===== src/rtl/t07_wb_mem_bridge.sv =====
`default_nettype none
// ============================================================================
// Module   : t07_wb_mem_bridge
// Purpose  : Responder for the MMIO instruction/data-memory request port.
//            Turns an MMIO rwi/address/data request into one Wishbone classic
//            cycle. It returns the read data and a busy handshake. A bus
//            timeout stops a stalled slave from hanging the CPU.
// Ports    : clk, rst             - clock, synchronous active-high reset
//            rwi_in               - 01 write, 10 read, 00/11 idle
//            addr_in/writeData_in - request address / write data
//            busy_o               - transaction in progress (combinational)
//            ExtData_out          - read data, valid in the DONE cycle
//            timeout_err          - sticky bus-timeout flag
//            CYC_O..SEL_O, DAT_I, ACK_I - Wishbone master side
// Revision : 1.0 - initial release
// ============================================================================
module t07_wb_mem_bridge #(
  parameter int unsigned  TIMEOUT_CYCLES = 255,
  parameter logic [31:0]  ERR_DATA       = 32'hDEADBEEF
) (
  input  logic        clk,
  input  logic        rst,
  input  logic [1:0]  rwi_in,
  input  logic [31:0] addr_in,
  input  logic [31:0] writeData_in,
  output logic        busy_o,
  output logic [31:0] ExtData_out,
  output logic        timeout_err,
  output logic        CYC_O,
  output logic        STB_O,
  output logic        WE_O,
  output logic [31:0] ADR_O,
  output logic [31:0] DAT_O,
  output logic [3:0]  SEL_O,
  input  logic [31:0] DAT_I,
  input  logic        ACK_I
);

  // Counter value on the edge that ends the last allowed BUS cycle.
  localparam logic [15:0] TO_LAST = 16'(TIMEOUT_CYCLES - 1);

  typedef enum logic [1:0] {
    IDLE = 2'd0,
    BUS  = 2'd1,
    DONE = 2'd2
  } state_t;

  state_t      state, state_next;
  logic [15:0] cnt;
  logic        req_valid;
  logic        timeout_hit;

  assign req_valid   = (rwi_in == 2'b01) || (rwi_in == 2'b10);
  assign timeout_hit = (cnt == TO_LAST);

  always_ff @(posedge clk) begin
    if (rst) state <= IDLE;
    else     state <= state_next;
  end

  always_comb begin
    state_next = state;
    busy_o     = 1'b0;
    case (state)
      IDLE: begin
        if (req_valid) begin
          busy_o     = 1'b1;
          state_next = BUS;
        end
      end
      BUS: begin
        busy_o = 1'b1;
        if (ACK_I || timeout_hit) state_next = DONE;
      end
      DONE:    state_next = IDLE;
      default: state_next = IDLE;
    endcase
  end

  // Wishbone outputs, result data and timeout bookkeeping. WE_O stays valid
  // for the whole BUS state, so it doubles as the read/write flag on completion.
  always_ff @(posedge clk) begin
    if (rst) begin
      CYC_O       <= 1'b0;
      STB_O       <= 1'b0;
      WE_O        <= 1'b0;
      ADR_O       <= 32'd0;
      DAT_O       <= 32'd0;
      SEL_O       <= 4'h0;
      ExtData_out <= 32'd0;
      timeout_err <= 1'b0;
      cnt         <= 16'd0;
    end else begin
      case (state)
        IDLE: begin
          if (req_valid) begin
            ADR_O <= addr_in;
            DAT_O <= writeData_in;
            WE_O  <= (rwi_in == 2'b01);
            SEL_O <= 4'hF;
            CYC_O <= 1'b1;
            STB_O <= 1'b1;
            cnt   <= 16'd0;
          end
        end
        BUS: begin
          if (ACK_I) begin
            CYC_O <= 1'b0;
            STB_O <= 1'b0;
            WE_O  <= 1'b0;
            SEL_O <= 4'h0;
            if (!WE_O) ExtData_out <= DAT_I;
          end else if (timeout_hit) begin
            CYC_O       <= 1'b0;
            STB_O       <= 1'b0;
            WE_O        <= 1'b0;
            SEL_O       <= 4'h0;
            timeout_err <= 1'b1;
            if (!WE_O) ExtData_out <= ERR_DATA;
          end else begin
            cnt <= cnt + 16'd1;
          end
        end
        default: ;
      endcase
    end
  end

endmodule
`default_nettype wire


===== config.mk =====
export PLATFORM = sky130hd
export DESIGN_NAME = t07_wb_mem_bridge
export DESIGN_NICKNAME = d
export VERILOG_FILES = /design/src/rtl/t07_wb_mem_bridge.sv
export SDC_FILE = /design/constraint.sdc
export NUM_CORES = 1
export LEC_CHECK = 0
export ABC_AREA = 1
export ABC_CLOCK_PERIOD_IN_PS = 2000
export CORE_ASPECT_RATIO = 1.25
export CORE_MARGIN = 2
export CORE_UTILIZATION = 43
export DETAILED_ROUTE_END_ITERATION = 7
export GPL_TIMING_DRIVEN = 0
export PLACE_DENSITY = 0.91
export SETUP_SLACK_MARGIN = 0.02
export SLEW_MARGIN = 20
export SYNTH_ARGS = -nofsm -noshare
export SYNTH_HDL_FRONTEND = slang
export SYNTH_SLANG_ARGS = --single-unit

===== constraint.sdc =====
create_clock -name clk -period 2 [get_ports clk]
set_clock_uncertainty 0.1 [all_clocks]
set_input_delay 0.2 -clock clk [delete_from_list [all_inputs] [get_ports clk]]
set_output_delay 0.2 -clock clk [all_outputs]
set_load 0.05 [all_outputs]

==> results.py <==
metrics = {
    "worst_setup_path": {
        "critPathKind": "primary input to output pin",
        "ff2ff_path_depth": 10,
        "arrival_ps": 1630,
        "required_ps": 1700,
        "cp_max_fo": 10,
        "cp-start-kind": "primary input",
        "crit_path_end_kind": "output pin",
    },
    "cts": {
        "htreeDepth": 4,
        "clkLatencyLatePin_ps": 410,
        "cts_tree": "yes",
        "clkSinkCount": 117,
        "cts_buffer_depth": 2,
        "cts_buffers": 17,
        "clk_pin_slew_ps": 50,
        "holdBufCountCts": 0,
        "cts_setup_buffers": 0,
        "clockRootBuffer": "clkbuf_16",
    },
    "routing": {
        "vias": 5391,
        "routedWlPerCell_um": 14.1,
        "drc": 0,
        "vias_per_cell": 4.96,
        "drt_iter0_markers": 269,
        "finalWirelength_um": 15300,
        "detail-route-antenna-nets": 0,
        "first_pass_iters": 6,
    },
    "run_status": {
        "status": "complete, no violations",
    },
    "global_route": {
        "grt_pass1_vias": 5224,
        "gr-usage-all-layers_pct": 24.8,
        "grt_pass1_wl_um": 24700,
        "grt_max_degree": 17,
        "antenna_found_initial": 0,
        "grt-ovfl-total": 0,
    },
    "cells_and_area": {
        "fin_nets": 1043,
        "instances_no_fill": 1086,
        "fillCellCount": 864,
        "n_antenna_cell": 0,
        "area_delta_synth_final_pct": 55.4,
        "layout-drive-gt1-share_pct": 7.05,
        "multi_input_area_um2": 2090,
        "seqCellArea_um2": 2340,
    },
    "power_and_ir_drop": {
        "p_leak_nw": 3.29,
        "cellPowerDensity_nw_per_um2": 1010,
        "p_total_mw": 7.83,
        "ir_drop_v": 0.000662,
    },
    "min_path": {
        "hold_path.class": "primary input to flip-flop",
        "holdPathStages": 2,
    },
    "timing": {
        "post-route-min-period_ps": 1930,
        "setup_viol": 0,
        "clock.fmax_mhz": 518,
        "finalCritPeriodShare_pct": 96.5,
        "finalHoldViolCount": 0,
        "rsz0062_at_grt": "false",
        "max_slew_margin_pct": 62.4,
        "report.final.slew_viol_count": 0,
        "tightest_slew_ps": 562,
        "timing.setup.tns_ps": 0,
    },
    "floorplanning": {
        "core-area_um2": 11200,
        "ios": 206,
        "initial_core_util_pct": 44.5,
        "die_h_um": 124,
        "die_w_um": 100,
        "fp.dieArea_um2": 12500,
        "std_cell_rows": 43,
    },
    "synth": {
        "ys_ff_latch": 117,
        "syn_nets": 821,
        "avgSynthCellArea_um2": 6.95,
        "synth_top_area_share_pct": 47.0,
        "synth_area_leader_cell": "dfxtp_1",
        "synth_cell_type_count": 26,
        "syn-cell-area_um2": 4980,
        "yosysSeqAreaShare_pct": 47.0,
        "synthCells": 717,
        "synth_area_leaders": "dfxtp_1 47%, nor2_1 13%, nand2_1 9.1%, o21ai_0 6.8%, inv_1 6.3%",
        "yosys_warnings": 0,
    },
    "place": {
        "dp_cells": 1055,
        "port_buffers": 203,
        "hpwl_um": 11100,
        "gp_congestion": 0.886,
    },
    "run": {
        "cap_violations": 0,
    },
}
[worst max-delay path: stages]
cell and delay, ps:
clkdlybuf4s50_1 450, inv_1 40, ha_1 260, or2_4 280, buf_6 150, nand2_2 70
buf_6 170
[area by class of cell]
cell class	instances	share of cell area, %
Inverter	86	4.17
Tap cell	135	2.18
Clock buffer	23	6.17
Multi-Input combinational cell	465	27.0
Buffer	49	3.10
Timing Repair Buffer	203	25.9
Sequential cell	117	30.2
Clock inverter	8	1.28
[cell usage in the layout (no fill, tap or decap), types with 2 or more instances in the layout]
master	n
clkdlybuf4s50_1	196
nor2_1	170
nand2_1	120
dfxtp_1	117
inv_1	83
o21ai_0	68
a21oi_1	38
nand4_1	36
clkbuf_1	29
clkbuf_16	17
buf_2	12
nand3_1	12
buf_4	5
clkbuf_2	5
buf_6	4
nand2_2	3
inv_2	3
nand2_4	3
buf_1	3
nor3_1	3
ha_1	3
clkbuf_8	3
clkinv_2	3
o31ai_1	2
bufinv_16	2
clkinvlp_4	2
[synthesized netlist by cell type]
library cell	count
o21ai_0	68
dfxtp_1	117
o31ai_1	2
buf_2	13
nand2_4	3
buf_1	3
inv_1	83
nand3_4	1
a21oi_1	38
nor2_2	1
nor2_1	170
nand2_1	121
ha_1	3
clkbuf_1	26
xor2_1	1
buf_6	2
o21a_1	1
nand2_2	2
inv_2	3
nor3_1	3
or2_2	1
xnor2_1	1
o21ai_2	1
nand4_1	36
nand3_1	12
buf_4	5
[per-layer routing]
layer | wire, um | GRT usage (%)
met3 | 1180 | 8.53
met2 | 7800 | 43.7
met5 | 0 | 0
met4 | 480 | 11.4
met1 | 5850 | 26.1
[registers in the layout, summed over array words and instances (netlist names)]
register     flops
ADR_O           32
DAT_O           32
ExtData_out     32
SEL_O            1
WE_O             1
cnt             16
state            2
timeout_err      1
[kinds of logic (layout without fill, tap and decap cells)]
| group | after synthesis | after routing | synth area share [%] |
|---|---|---|---|
| fa+ha+maj | 3 | 3 | 0.753 |
| simple gates | 350 | 350 | 29.5 |
| xor+xnor | 2 | 2 | 0.351 |
| compound gates | 110 | 110 | 11.3 |
| flops | 117 | 117 | 47.0 |
| buf+inv | 135 | 369 | 11.2 |
[timing repair]
action                                 4_1_cts  5_1_grt
setup endpoints to repair                    7        6
resized for setup                           21        6
endpoints found under the hold margin        0        0
pin swaps                                    0        0
[where the power goes]
| group | switching [mW] | internal (mW) | total [mW] |
|---|---|---|---|
| Combinational | 1.41 | 0.758 | 2.17 |
| Clock | 1.07 | 1.92 | 2.99 |
| Sequential | 0.123 | 2.55 | 2.67 |
[stage by stage]
stage	util [%]	hold slack [ps]	instance area, um^2	setup WS [ps]
after global routing	69.2	33.9	7750	18.7
after detailed placement	64.2	335	7190	-744
after floorplan	-	267	4980	179
after CTS	69.4	15.0	7770	34.8
after global placement	64.2	331	7190	-740
final	69.2	18.6	7750	70.7
[path summary, 6_finish.rpt]
path	endpoint	startpoint	slack [ps]
max	busy_o	rwi_in[1]	70
max reg2reg	cnt[4]	cnt[0]	200
min reg2reg	ExtData_out[26]	ExtData_out[26]	340
min	WE_O	rst	20
(Power assumes the default switching activity.)
